## src/rtl/bus_arbiter.sv

```systemverilog
// -----------------------------------------------------------------------------
// bus_arbiter
//
// Round-robin arbiter and burst sequencer for the shared system bus.
// One master at a time is granted the bus. On the grant edge the arbiter
// latches that master's start virtual address and burst length. It then
// steps bus_addr by one 32-bit word for every acknowledged beat. A burst
// ends in one of two ways:
//   - the last beat is acknowledged, which pulses done;
//   - a watchdog expires with no ack, which pulses err.
// Either ending is followed by one dead turnaround cycle. Priority then
// rotates to the master just above the one that was served.
//
// Ports
//   clk        in   system clock, rising edge
//   rst_n      in   asynchronous active-low reset
//   req        in   [NUM_MASTERS]         per-master level request
//   addr_in    in   [NUM_MASTERS*32]      per-master start address, master i at [32i+:32]
//   len_in     in   [NUM_MASTERS*LEN_W]   per-master burst length minus one
//   ack        in   slave accepted the current beat
//   grant      out  [NUM_MASTERS]         one-hot grant, zero when no burst is active
//   bus_valid  out  current beat on bus_addr is valid
//   bus_addr   out  [32]                  virtual word address of the current beat
//   beat_cnt   out  [LEN_W]               index of the current beat within the burst
//   done       out  one-cycle pulse when the last beat is acked
//   err        out  one-cycle pulse when the burst is aborted by the watchdog
// -----------------------------------------------------------------------------
module bus_arbiter #(
  parameter int NUM_MASTERS = 4,
  parameter int LEN_W       = 4,
  parameter int TIMEOUT     = 16
) (
  input  logic                         clk,
  input  logic                         rst_n,
  input  logic [NUM_MASTERS-1:0]       req,
  input  logic [NUM_MASTERS*32-1:0]    addr_in,
  input  logic [NUM_MASTERS*LEN_W-1:0] len_in,
  input  logic                         ack,
  output logic [NUM_MASTERS-1:0]       grant,
  output logic                         bus_valid,
  output logic [31:0]                  bus_addr,
  output logic [LEN_W-1:0]             beat_cnt,
  output logic                         done,
  output logic                         err
);

  localparam int PTR_W = (NUM_MASTERS > 1) ? $clog2(NUM_MASTERS) : 1;
  localparam int WD_W  = (TIMEOUT > 1) ? $clog2(TIMEOUT) : 1;

  localparam logic [1:0] ST_IDLE    = 2'd0;
  localparam logic [1:0] ST_BURST   = 2'd1;
  localparam logic [1:0] ST_RELEASE = 2'd2;

  // The watchdog counts idle (no-ack) cycles. The burst aborts on the cycle
  // in which it already holds TIMEOUT-1 and there is still no ack.
  localparam logic [WD_W-1:0]  WD_LAST     = WD_W'(TIMEOUT - 1);
  localparam logic [PTR_W-1:0] LAST_MASTER = PTR_W'(NUM_MASTERS - 1);

  // ---------------------------------------------------------------------------
  // Per-master views of the flattened address/length buses
  // ---------------------------------------------------------------------------
  logic [31:0]      addr_arr [NUM_MASTERS];
  logic [LEN_W-1:0] len_arr  [NUM_MASTERS];

  generate
    for (genvar gi = 0; gi < NUM_MASTERS; gi++) begin : g_unpack
      assign addr_arr[gi] = addr_in[32*gi +: 32];
      assign len_arr[gi]  = len_in[LEN_W*gi +: LEN_W];
    end
  endgenerate

  // ---------------------------------------------------------------------------
  // State
  // ---------------------------------------------------------------------------
  logic [1:0]             state_reg,     state_next;
  logic [PTR_W-1:0]       ptr_reg,       ptr_next;
  logic [PTR_W-1:0]       sel_reg,       sel_next;
  logic [LEN_W-1:0]       len_reg,       len_next;
  logic [WD_W-1:0]        wd_reg,        wd_next;
  logic [NUM_MASTERS-1:0] grant_reg,     grant_next;
  logic                   bus_valid_reg, bus_valid_next;
  logic [31:0]            bus_addr_reg,  bus_addr_next;
  logic [LEN_W-1:0]       beat_cnt_reg,  beat_cnt_next;
  logic                   done_reg,      done_next;
  logic                   err_reg,       err_next;

  // ---------------------------------------------------------------------------
  // Round-robin selection
  // Scan upward from the priority pointer, wrapping modulo NUM_MASTERS. The
  // first requester found wins.
  // ---------------------------------------------------------------------------
  logic             arb_found;
  logic [PTR_W-1:0] arb_sel;
  logic [PTR_W-1:0] arb_cand;

  always_comb begin
    arb_found = 1'b0;
    arb_sel   = '0;
    arb_cand  = '0;
    for (int k = 0; k < NUM_MASTERS; k++) begin
      arb_cand = PTR_W'((int'(ptr_reg) + k) % NUM_MASTERS);
      if (!arb_found && req[arb_cand]) begin
        arb_found = 1'b1;
        arb_sel   = arb_cand;
      end
    end
  end

  // After a burst, priority moves to the master just above the one served.
  logic [PTR_W-1:0] ptr_after_sel;
  assign ptr_after_sel = (sel_reg == LAST_MASTER) ? '0 : sel_reg + PTR_W'(1);

  // ---------------------------------------------------------------------------
  // Next-state logic
  // ---------------------------------------------------------------------------
  logic end_burst;

  always_comb begin
    state_next     = state_reg;
    ptr_next       = ptr_reg;
    sel_next       = sel_reg;
    len_next       = len_reg;
    wd_next        = wd_reg;
    grant_next     = grant_reg;
    bus_valid_next = bus_valid_reg;
    bus_addr_next  = bus_addr_reg;
    beat_cnt_next  = beat_cnt_reg;
    done_next      = 1'b0;
    err_next       = 1'b0;
    end_burst      = 1'b0;

    case (state_reg)
      ST_IDLE: begin
        if (arb_found) begin
          state_next          = ST_BURST;
          sel_next            = arb_sel;
          len_next            = len_arr[arb_sel];
          wd_next             = '0;
          grant_next          = '0;
          grant_next[arb_sel] = 1'b1;
          bus_valid_next      = 1'b1;
          bus_addr_next       = addr_arr[arb_sel];
          beat_cnt_next       = '0;
        end
      end

      ST_BURST: begin
        // Request changes from any master are ignored here. Only ack and
        // the watchdog can move the burst forward.
        if (ack) begin
          // An ack always clears the watchdog. This includes the cycle on
          // which the watchdog would otherwise have expired.
          wd_next = '0;
          if (beat_cnt_reg != len_reg) begin
            beat_cnt_next = beat_cnt_reg + LEN_W'(1);
            // Word step. Natural 32-bit overflow gives the wrap from
            // 0xFFFFFFFC to 0x00000000.
            bus_addr_next = bus_addr_reg + 32'd4;
          end else begin
            done_next = 1'b1;
            end_burst = 1'b1;
          end
        end else if (wd_reg == WD_LAST) begin
          err_next  = 1'b1;
          end_burst = 1'b1;
        end else begin
          wd_next = wd_reg + WD_W'(1);
        end
      end

      ST_RELEASE: begin
        // Bus turnaround: one dead cycle, then arbitrate again.
        state_next = ST_IDLE;
      end

      default: begin
        state_next = ST_IDLE;
      end
    endcase

    // bus_addr and beat_cnt are not touched here. They keep their last
    // values until the next grant.
    if (end_burst) begin
      state_next     = ST_RELEASE;
      grant_next     = '0;
      bus_valid_next = 1'b0;
      ptr_next       = ptr_after_sel;
    end
  end

  // ---------------------------------------------------------------------------
  // Registers
  // An asynchronous reset drops the grant immediately. An interrupted burst
  // leaves no done/err behind.
  // ---------------------------------------------------------------------------
  always_ff @(posedge clk or negedge rst_n) begin
    if (!rst_n) begin
      state_reg     <= ST_IDLE;
      ptr_reg       <= '0;
      sel_reg       <= '0;
      len_reg       <= '0;
      wd_reg        <= '0;
      grant_reg     <= '0;
      bus_valid_reg <= 1'b0;
      bus_addr_reg  <= '0;
      beat_cnt_reg  <= '0;
      done_reg      <= 1'b0;
      err_reg       <= 1'b0;
    end else begin
      state_reg     <= state_next;
      ptr_reg       <= ptr_next;
      sel_reg       <= sel_next;
      len_reg       <= len_next;
      wd_reg        <= wd_next;
      grant_reg     <= grant_next;
      bus_valid_reg <= bus_valid_next;
      bus_addr_reg  <= bus_addr_next;
      beat_cnt_reg  <= beat_cnt_next;
      done_reg      <= done_next;
      err_reg       <= err_next;
    end
  end

  assign grant     = grant_reg;
  assign bus_valid = bus_valid_reg;
  assign bus_addr  = bus_addr_reg;
  assign beat_cnt  = beat_cnt_reg;
  assign done      = done_reg;
  assign err       = err_reg;

endmodule

```

## config.mk

```make
export PLATFORM = sky130hd
export DESIGN_NAME = bus_arbiter
export DESIGN_NICKNAME = d
export VERILOG_FILES = /design/src/rtl/bus_arbiter.sv
export SDC_FILE = /design/constraint.sdc
export NUM_CORES = 1
export LEC_CHECK = 0
export ABC_AREA = 0
export CORE_AREA = 2 2 98 124
export DETAILED_ROUTE_END_ITERATION = 8
export DIE_AREA = 0 0 100 126
export GPL_TIMING_DRIVEN = 0
export PLACE_DENSITY_LB_ADDON = 0.12
export SLEW_MARGIN = 20
export SYNTH_ARGS = -nofsm -noshare
export SYNTH_HDL_FRONTEND = slang
export SYNTH_SLANG_ARGS = --single-unit
```

## constraint.sdc

```tcl
create_clock -name clk -period 1.84 [get_ports clk]
set_input_delay 0.368 -clock clk [delete_from_list [all_inputs] [get_ports clk]]
set_output_delay 0.368 -clock clk [all_outputs]
set_load 0.03 [all_outputs]
```

# [Yosys cells after proc, flatten, opt, wreduce, memory -nomap -nowiden]
# Cells that the tools add are included.
[totals] word_cells=105 reg_bits=57 output_inout_bits=43 input_bits=151
[op_classes] addsub=7 muxes=53 n_lt_le_gt_ge=7 bitwise=1 reduce_logical=16 n_eq_ne=10
[op_table] cell="two-way mux 32 bit" n=5
[op_table] cell="binary-select mux 32 bit (select 2 bit)" n=1
[op_table] cell="one-hot mux 32 bit (2 select lines)" n=1
[op_table] cell="two-way mux 4 bit" n=10
[op_table] cell="adder 32 x 3 -> 32 bit (second input constant)" n=1
[op_table] cell="two-way mux 1 bit" n=20
[op_table] cell="one-hot mux 4 bit (2 select lines)" n=2
[op_table] cell="less-than comparator 2 x 3 -> 1 bit (second input constant)" n=5
[op_table] cell="two-way mux 2 bit" n=7
[op_table] cell="adder 4 x 1 -> 4 bit (second input constant)" n=2
[op_table] cell="binary-select mux 1 bit (select 2 bit)" n=4
[op_table] cell="binary-select mux 4 bit (select 2 bit)" n=1
[op_table] cell="inequality test 2 bit (second input constant)" n=4
[op_table] cell="inequality test 3 bit (second input constant)" n=2
[op_table] cell="AND reduction 2 bit" n=3
[op_table] cell="nonzero test 2 bit" n=3
[op_table] cell="adder 2 x 1 -> 2 bit (second input constant)" n=2
[op_table] cell="adder 2 bit (second input constant)" n=2
[op_table] cell="equality test 4 bit (second input constant)" n=1
[op_table] cell="logical AND 1 bit" n=4
[op_table] cell="inequality test 4 bit" n=1
[op_table] cell="one-hot mux 2 bit (2 select lines)" n=1
[op_table] cell="AND reduction 4 bit" n=1
[op_table] cell=">= comparator 3 bit (second input constant)" n=1
[op_table] cell="other kinds (8)" n=10

# [Logic depth before layout (Yosys ltp)]
# Gate-level depths: netlist of run 1.
[depth] word_depth=19 depth_mapped=8 mapped_depth_nobuf=6

# [Worst setup path after synthesis of run 1]
# OpenSTA, ideal clock, no wires.
[synth_path] path_type="register to register" startpoint="register bus_addr_reg[2], in the netlist bus_addr[2]" endpoint="register bus_addr_reg[24], in the netlist bus_addr[24]" period_less_slack_ps=1940 path_slack_ps=-100 setup_time_ps=82 stages_incl_launch_ff=7 arrival_ps=1858 required_ps=1758 path_cell_list="dfrtp_1 > ha_1 > nand4_1 > nor3_2 > nand2_1 > or3_1 > a31oi_1"
[synth_between] elab_chain_cells=4
[synth_rtl] item="start, declared" line="82" rtl="logic [31:0] bus_addr_reg, bus_addr_next;"
[synth_rtl] item="start signal, assigned" line="217" rtl="bus_addr_reg <= bus_addr_next;"
[synth_rtl] item="adder 32 x 3 -> 32 bit" line="158" rtl="bus_addr_next = bus_addr_reg + 32'd4;"
[synth_rtl] item="two-way mux 32 bit" line="154" rtl="if (beat_cnt_reg != len_reg) begin"
[synth_rtl] item="two-way mux 32 bit" line="150" rtl="if (ack) begin"
[synth_rtl] item="one-hot mux 32 bit (2 select lines)" line="132" rtl="case (state_reg)"
# No other way between the ends. The select of a mux whose other input is x is not followed.
# A chain may end at the register's enable or synchronous reset.

# [Worst setup path in the final report of run 1]
[layout_path] startpoint="register ptr_reg[0]" endpoint="register bus_addr_reg[28], in the netlist bus_addr[28]"
[layout_between] elab_chain_cells=18
[layout_rtl] item="start, declared" line="76" rtl="logic [PTR_W-1:0] ptr_reg, ptr_next;"
[layout_rtl] item="start signal, assigned" line="211" rtl="ptr_reg <= ptr_next;"
[layout_rtl] item="parallel branches: the longest is 18 deep, another holds adder 2 x 1 -> 2 bit"
# Several ways; the timed one is not identified. The select of a mux whose other input is x is not followed.

==> run_summary.xml, run 1 <==
<?xml version="1.0" encoding="UTF-8"?>
<metrics>
  <group name="routing">
    <metric name="via_count" unit="">5407</metric>
    <metric name="wl" unit="µm">20400</metric>
    <metric name="route.antenna.remaining_nets" unit="">0</metric>
    <metric name="dr.first_iter.drc_count" unit="">370</metric>
    <metric name="wl_per_cell" unit="µm">23.1</metric>
    <metric name="drc_errors" unit="">0</metric>
    <metric name="routed_via_density" unit="">6.13</metric>
    <metric name="drt_pass1_iterations" unit="">6</metric>
  </group>
  <group name="timing">
    <metric name="rsz0062_at_grt" unit="">true</metric>
    <metric name="max_clock_freq" unit="MHz">506</metric>
    <metric name="post-route-period-util" unit="">1.07</metric>
    <metric name="tightest_slew" unit="ns">0.637</metric>
    <metric name="final-hold-violation-count" unit="">0</metric>
    <metric name="final-max-slew-violation-count" unit="">0</metric>
    <metric name="timing.final.crit_period" unit="ns">1.97</metric>
    <metric name="slew_headroom" unit="">0.575</metric>
    <metric name="final-setup-viol-count" unit="">34</metric>
    <metric name="finClkSkew" unit="ns">0.00981</metric>
    <metric name="finalWorstSetupSlack" unit="ns">-0.135</metric>
  </group>
  <group name="hold_path">
    <metric name="hold_path_class" unit="">in2async</metric>
  </group>
  <group name="power_and_ir_drop">
    <metric name="sw_frac_of_total" unit="">0.460</metric>
    <metric name="power_frac_seq" unit="">0.208</metric>
    <metric name="finalPower" unit="mW">13.0</metric>
    <metric name="combPwrFrac" unit="">0.638</metric>
    <metric name="powerDensity" unit="nW/µm²">1620</metric>
    <metric name="ir_worst_vdd" unit="mV">0.905</metric>
    <metric name="intPower" unit="mW">7.01</metric>
    <metric name="static-leakage-power" unit="nW">3.30</metric>
    <metric name="clkPwrFrac" unit="">0.154</metric>
    <metric name="switchingPower" unit="mW">5.98</metric>
  </group>
  <group name="die">
    <metric name="die_height" unit="µm">126</metric>
    <metric name="initial_utilization" unit="">0.370</metric>
    <metric name="pin_count" unit="">194</metric>
    <metric name="coreArea" unit="µm²">11500</metric>
    <metric name="die_area" unit="µm²">12600</metric>
    <metric name="row_count" unit="">44</metric>
    <metric name="die-width" unit="µm">100</metric>
  </group>
  <group name="cts">
    <metric name="cts.sinks" unit="">57</metric>
    <metric name="insertion_delay" unit="ns">0.34</metric>
    <metric name="cts_max_level" unit="">3</metric>
    <metric name="tritoncts" unit="">built</metric>
    <metric name="clock_tree.root_cell" unit="">clkbuf_16</metric>
    <metric name="cts_clock_pin_slew_for_the_worst_setup_and_hold_paths" unit="ns">0.06</metric>
    <metric name="cts-buffers-inserted" unit="">9</metric>
    <metric name="clockBufferDepth" unit="">2</metric>
  </group>
  <group name="synthesis">
    <metric name="synth_largest_area_cell" unit="">dfrtp_1</metric>
    <metric name="ys.warnings.count" unit="">0</metric>
    <metric name="top_area_cell_type_share_of_the_netlist_area" unit="">0.337</metric>
    <metric name="synth_cells" unit="">480</metric>
    <metric name="seq_area_frac_synth" unit="">0.337</metric>
    <metric name="post_synth.cell_area_avg" unit="µm²">8.83</metric>
    <metric name="yosysUniqueCellTypes" unit="">78</metric>
    <metric name="yosys.area_share.simple" unit="">0.219</metric>
    <metric name="number_of_enable_flip_flop_cells_after_synthesis" unit="">0</metric>
    <metric name="synthAdderAreaFrac" unit="">0.0118</metric>
    <metric name="synth_top_family_by_area" unit="">compound AO/OA/AOI/OAI gates</metric>
    <metric name="synth-compound-area-share" unit="">0.355</metric>
    <metric name="yosys-mux-area-fraction" unit="">0.00502</metric>
    <metric name="synth.area.top_cells" unit="">dfrtp_1, nand2_1, a32o_1</metric>
    <metric name="postSynth.asyncResetShare" unit="">1.00</metric>
    <metric name="yosys.area_share.xor_xnor" unit="">0.0177</metric>
    <metric name="ys_ff_latch" unit="">57</metric>
    <metric name="synth_nets" unit="">635</metric>
    <metric name="synth_top_flop_cell" unit="">dfrtp_1</metric>
    <metric name="syn-cell-area" unit="µm²">4240</metric>
  </group>
  <group name="finish">
    <metric name="utilization" unit="">0.701</metric>
    <metric name="fraction_of_layout_cells_with_a_size_suffix_above_1" unit="">0.324</metric>
    <metric name="nFillCells" unit="">873</metric>
    <metric name="fin_cells" unit="">882</metric>
    <metric name="antennaDiodeCount" unit="">0</metric>
    <metric name="largest_register_ffs" unit="">32</metric>
    <metric name="final_net_count" unit="">894</metric>
    <metric name="syn2layout_area_growth" unit="%">89.4</metric>
  </group>
  <group name="worst_setup_path">
    <metric name="setup.worst_path.end_class" unit="">register</metric>
    <metric name="slowest_delay" unit="ns">0.45</metric>
    <metric name="arrival_time_at_the_worst_endpoint" unit="ns">2.23</metric>
    <metric name="worstPathCellList" unit="">buf_4, a21o_1, a221oi_4, buf_6, buf_4, a21oi_1, and3b_2, a211oi_2</metric>
    <metric name="slowest_stage" unit="">dfrtp_2</metric>
    <metric name="critPathRequiredTime" unit="ns">2.09</metric>
    <metric name="critPathKind" unit="">reg2reg</metric>
    <metric name="critical_path.most_common_cell" unit="">buf_4</metric>
    <metric name="critical_path.startpoint_type" unit="">register</metric>
    <metric name="cp_max_fanout" unit="">5</metric>
  </group>
  <group name="run_status">
    <metric name="status" unit="">finished with violations</metric>
    <metric name="failed_checks" unit="">setup timing</metric>
  </group>
  <group name="run">
    <metric name="maxCapViolCount" unit="">0</metric>
  </group>
  <group name="global_routing">
    <metric name="grt_pass1_vias" unit="">5338</metric>
    <metric name="grt_util_all_layers" unit="">0.308</metric>
    <metric name="global_route.overflow_total" unit="">0</metric>
    <metric name="grt_first_pass_wirelength" unit="µm">29700</metric>
    <metric name="grt_max_degree" unit="">40</metric>
    <metric name="antenna_found_initial" unit="">0</metric>
  </group>
  <group name="placement">
    <metric name="preCtsSetupSlack" unit="ns">-1.16</metric>
    <metric name="dp.cells" unit="">810</metric>
    <metric name="number_of_i_o_port_buffers" unit="">191</metric>
    <metric name="post-dp-hpwl" unit="µm">13900</metric>
    <metric name="gp_congestion" unit="">0.912</metric>
  </group>
</metrics>
## cells by family (layout without fill, tap and decap cells)
group | count (synthesis) | count (layout)
AND/OR/NAND/NOR | 173 | 173
multiplexers | 2 | 2
XOR/XNOR | 6 | 6
adder cells (fa/ha/maj) | 4 | 4
AO/OA/AOI/OAI | 192 | 192
flip-flops | 57 | 57
buffers and inverters | 46 | 310
## power by group through the flow
stage / registers [mW] / logic, mW / clock network, mW
after floorplan: 3.29 / 3.00 / 0
after global placement: 2.60 / 6.04 / 0
after detailed placement: 2.61 / 6.16 / 0
after CTS: 2.66 / 7.35 / 1.99
after global routing: 2.78 / 8.73 / 2.07
final: 2.70 / 8.30 / 2.00
## path summary, 6_finish.rpt
check	from	endpoint	slack [ns]	cells after the start
max	ptr_reg[0]	bus_addr[28]	-0.13	8
min	rst_n	bus_addr[5]	0.45	2
max reg2reg	ptr_reg[0]	bus_addr[28]	-0.13	8
min reg2reg	sel_reg[1]	sel_reg[1]	0.50	2
max in group asynchronous	rst_n	state_reg[1]	0.87	3
min in group clk	sel_reg[1]	sel_reg[1]	0.50	2
## cell type report
type	count	area, µm²	share of cell area
plain buffers	34	335	0.0418
clock buffers	11	243	0.0303
clock inverters	5	103	0.0128
inverters	10	37.5	0.00468
multi-input cells	377	3220	0.401
flip-flops and latches	57	1460	0.182
well taps	138	173	0.0215
repair buffers	250	2450	0.306
## stage by stage
stage	area (µm²)	hold WS, ns	TNS, ns
final	8020	0.450	-1.92
after global routing	8020	0.478	-3.92
after CTS	7550	0.465	-0.951
after detailed placement	6400	0.267	-39.82
after global placement	6380	0.478	-128.12
after floorplan	4300	0.0724	0
## cell usage after synthesis, types with 7 or more instances
cell and number:
o221ai_1 8, nand3_1 10, inv_1 10, a21boi_0 7
nand4_1 11, and2_1 21, a221oi_1 9, buf_2 20
a211oi_1 18, nand2_1 52, a31oi_1 13, o21ai_0 30
clkbuf_1 9, nor2_1 29, a32o_1 17, and3_1 9
dfrtp_1 57, a21oi_1 22
## layout by cell type, fill, tap and decap left out, types with 14 or more instances in the layout
cell type,synthesis,layout
dlymetal6s2s_1,0,14
buf_6,2,22
nand2_1,52,48
clkdlybuf4s50_1,0,163
nor2_1,29,27
dfrtp_2,0,24
buf_4,4,50
dfrtp_1,57,33
a21oi_1,22,19
o21ai_0,30,22
## routing by layer
layer,global-route usage,wire length [µm],share of wire,vias to the layer above
met4,0.209,1400,0.069,0
met3,0.0455,1390,0.068,69
met2,0.509,10000,0.49,305
met1,0.368,7590,0.37,2617
met5,0,0,0,-
li1,-,-,-,2416
## what timing repair did
action	CTS	global route
buffers inserted	31	23
endpoints found under the setup margin	57	56
hold buffers	1	0
gates cloned	4	2
endpoints found under the hold margin	18	0
pin swaps	30	45
gates resized for setup	138	92
## critical path: cells and delay by family, from the launching register on
family / cells / cell delay [ns]
and+or+nand+nor: 1 / 0.24
buffers and inverters: 3 / 0.42
AOI/OAI and AO/OA: 4 / 0.76
DFF: 1 / 0.45
No activity file was read; power rests on OpenSTA's default activity.
==> run 2: changes to the inputs <==
--- a/config.mk
+++ b/config.mk
@@ -6,9 +6,10 @@
 export NUM_CORES = 1
 export LEC_CHECK = 0
 export ABC_AREA = 0
-export CORE_AREA = 2 2 98 124
+export CORE_AREA = 2 2 86 108
 export DETAILED_ROUTE_END_ITERATION = 8
-export DIE_AREA = 0 0 100 126
+export DIE_AREA = 0 0 88 110
+export DONT_BUFFER_PORTS = 1
 export GPL_TIMING_DRIVEN = 0
 export PLACE_DENSITY_LB_ADDON = 0.12
 export SLEW_MARGIN = 20
==> run 2 against run 1 <==
Against the previous run: the flow still finishes with violations (setup timing); combinational power shrank 22%; non-clock buffer count fell by 194; critical path depth is 1 lower; final area fell by 26%; sequential share of layout area increased by 6.5 points; clock skew up 0.0026 ns; wire length fell by 15%; clock power fell by 47%.
==> run_summary.xml, run 2 (synthesized netlist as in run 1, its figures left out) <==
<?xml version="1.0" encoding="UTF-8"?>
<metrics>
  <group name="routing">
    <metric name="routed_via_density" unit="">7.04</metric>
    <metric name="drc_errors" unit="">0</metric>
    <metric name="route.antenna.remaining_nets" unit="">0</metric>
    <metric name="via_count" unit="">4719</metric>
    <metric name="wl" unit="µm">17300</metric>
    <metric name="wl_per_cell" unit="µm">25.8</metric>
    <metric name="dr.first_iter.drc_count" unit="">386</metric>
    <metric name="drt_pass1_iterations" unit="">6</metric>
  </group>
  <group name="finish">
    <metric name="utilization" unit="">0.688</metric>
    <metric name="syn2layout_area_growth" unit="%">39.8</metric>
    <metric name="largest_register_ffs" unit="">32</metric>
    <metric name="layout.cells.most_common" unit="">nand2_1</metric>
    <metric name="stdcell_area" unit="µm²">5920</metric>
    <metric name="antennaDiodeCount" unit="">0</metric>
    <metric name="fin_cells" unit="">670</metric>
    <metric name="nFillCells" unit="">646</metric>
    <metric name="highest_count_cells_in_the_layout_ignoring_fill_and_taps" unit="">nand2_1, buf_4, dfrtp_1</metric>
    <metric name="final_net_count" unit="">700</metric>
    <metric name="fraction_of_layout_cells_with_a_size_suffix_above_1" unit="">0.447</metric>
  </group>
  <group name="die">
    <metric name="die-width" unit="µm">88</metric>
    <metric name="die_height" unit="µm">110</metric>
    <metric name="initial_utilization" unit="">0.492</metric>
    <metric name="die_area" unit="µm²">9680</metric>
    <metric name="pin_count" unit="">194</metric>
    <metric name="row_count" unit="">38</metric>
    <metric name="coreArea" unit="µm²">8610</metric>
  </group>
  <group name="timing">
    <metric name="final-max-slew-violation-count" unit="">0</metric>
    <metric name="rsz0062_at_grt" unit="">true</metric>
    <metric name="max_clock_freq" unit="MHz">497</metric>
    <metric name="timing.final.crit_period" unit="ns">2.01</metric>
    <metric name="final-hold-violation-count" unit="">0</metric>
    <metric name="post-route-period-util" unit="">1.09</metric>
    <metric name="final-setup-viol-count" unit="">34</metric>
    <metric name="finClkSkew" unit="ns">0.0124</metric>
    <metric name="slew_headroom" unit="">0.568</metric>
    <metric name="tightest_slew" unit="ns">0.647</metric>
    <metric name="finalWorstSetupSlack" unit="ns">-0.171</metric>
  </group>
  <group name="worst_setup_path">
    <metric name="worstPathCellList" unit="">buf_6, nand4_1, or4_4, buf_6, nor3_4, a211oi_1, a211oi_1</metric>
    <metric name="slowest_delay" unit="ns">0.56</metric>
    <metric name="worst_r2r_endpoint" unit="">bus_addr[21]</metric>
    <metric name="setup.worst_path.end_class" unit="">register</metric>
    <metric name="critPathRequiredTime" unit="ns">2.10</metric>
    <metric name="critical_path.startpoint_type" unit="">register</metric>
    <metric name="arrival_time_at_the_worst_endpoint" unit="ns">2.27</metric>
    <metric name="critPathKind" unit="">reg2reg</metric>
    <metric name="slowest_stage" unit="">or4_4</metric>
    <metric name="rrSetupSlack" unit="ns">-0.17</metric>
    <metric name="regToRegStartpoint" unit="">bus_addr[4]</metric>
    <metric name="cp_max_fanout" unit="">3</metric>
    <metric name="worst_r2r_path_depth" unit="">7</metric>
  </group>
  <group name="hold_path">
    <metric name="hold_path_startpoint" unit="">ack</metric>
    <metric name="hold_path_class" unit="">in2reg</metric>
    <metric name="min_delay_worst_endpoint" unit="">err</metric>
    <metric name="worst_hold_path.num_cells" unit="">1</metric>
  </group>
  <group name="cts">
    <metric name="insertion_delay" unit="ns">0.35</metric>
    <metric name="clockBufferDepth" unit="">2</metric>
    <metric name="cts-buffers-inserted" unit="">9</metric>
    <metric name="cts.sinks" unit="">57</metric>
    <metric name="tritoncts" unit="">built</metric>
    <metric name="cts_max_level" unit="">3</metric>
    <metric name="clock_tree.root_cell" unit="">clkbuf_8</metric>
    <metric name="cts_clock_pin_slew_for_the_worst_setup_and_hold_paths" unit="ns">0.08</metric>
  </group>
  <group name="run_status">
    <metric name="failed_checks" unit="">setup timing</metric>
    <metric name="status" unit="">finished with violations</metric>
  </group>
  <group name="global_routing">
    <metric name="grt_max_degree" unit="">58</metric>
    <metric name="grt_first_pass_wirelength" unit="µm">25000</metric>
    <metric name="global_route.overflow_total" unit="">0</metric>
    <metric name="antenna_found_initial" unit="">0</metric>
    <metric name="grt_pass1_vias" unit="">4668</metric>
    <metric name="grt_util_all_layers" unit="">0.345</metric>
  </group>
  <group name="power_and_ir_drop">
    <metric name="powerDensity" unit="nW/µm²">1900</metric>
    <metric name="sw_frac_of_total" unit="">0.523</metric>
    <metric name="intPower" unit="mW">5.36</metric>
    <metric name="static-leakage-power" unit="nW">2.29</metric>
    <metric name="switchingPower" unit="mW">5.88</metric>
    <metric name="ir_worst_vdd" unit="mV">0.897</metric>
    <metric name="power_frac_seq" unit="">0.330</metric>
    <metric name="finalPower" unit="mW">11.2</metric>
    <metric name="clkPwrFrac" unit="">0.095</metric>
    <metric name="combPwrFrac" unit="">0.576</metric>
  </group>
  <group name="placement">
    <metric name="number_of_i_o_port_buffers" unit="">0</metric>
    <metric name="preCtsSetupSlack" unit="ns">-0.649</metric>
    <metric name="gp_congestion" unit="">0.924</metric>
    <metric name="post-dp-hpwl" unit="µm">11300</metric>
    <metric name="dp.cells" unit="">600</metric>
    <metric name="placed_cell_area" unit="µm²">4450</metric>
  </group>
  <group name="run">
    <metric name="maxCapViolCount" unit="">0</metric>
  </group>
</metrics>
run 2: timing repair:
action | CTS | global route
pin swaps | 52 | 56
cloned | 6 | 0
hold buffers | 2 | 0
endpoints found under the hold margin | 57 | 0
resized for setup | 157 | 68
endpoints found under the setup margin | 48 | 50
buffers inserted | 37 | 16
run 2: power by group through the flow:
stage	Sequential, mW	Combinational [mW]	Clock, mW
after global placement	3.53	3.92	0
after detailed placement	3.55	4.00	0
final	3.71	6.47	1.07
after floorplan	3.29	3.00	0
after global routing	3.81	6.85	1.12
after CTS	3.65	5.88	1.05
run 2: final cells by class:
class,instances,area (µm²),area share
Buffer,33,309,0.0522
Clock buffer,12,145,0.0245
Clock inverter,4,20.0,0.00338
Inverter,10,37.5,0.00634
Multi-Input combinational cell,377,3220,0.544
Sequential cell,57,1460,0.246
Tap cell,120,150,0.0254
Timing Repair Buffer,57,579,0.0978
run 2: worst max path at each step:
| stage | from | to | slack, ns | cells past startpoint |
|---|---|---|---|---|
| floorplan | beat_cnt[3] | bus_addr[4] | 0.01 | 6 |
| global placement | req[3] | bus_addr[25] | -0.68 | 7 |
| detailed placement | ptr_reg[1] | bus_addr[3] | -0.65 | 7 |
| CTS | bus_addr[4] | bus_addr[29] | -0.16 | 6 |
| global route | bus_addr[2] | bus_addr[26] | -0.23 | 7 |
| finish | bus_addr[4] | bus_addr[21] | -0.17 | 7 |
run 2: metrics by stage:
step	hold slack [ns]	setup TNS, ns
floorplan	0.0724	0
global route	0.143	-5.62
global placement	0.0744	-18.91
CTS	0.115	-2.17
finish	0.135	-3.22
detailed placement	0.0752	-19.77
run 2: critical path: cells and delay by family, from the launching register on:
family / cells / cell delay [ns]
AO/OA/AOI/OAI: 2 / 0.36
buffers and inverters: 2 / 0.29
flip-flops: 1 / 0.47
AND/OR/NAND/NOR: 3 / 0.80
run 2: routing by layer:
metal / routed length [µm] / global-route usage / part of all wire / up-vias
li1: - / - / - / 2035
met1: 6470 / 0.421 / 0.37 / 2356
met2: 8650 / 0.562 / 0.50 / 268
met3: 1320 / 0.0797 / 0.076 / 60
met4: 883 / 0.185 / 0.051 / 0
met5: 0 / 0 / 0 / -
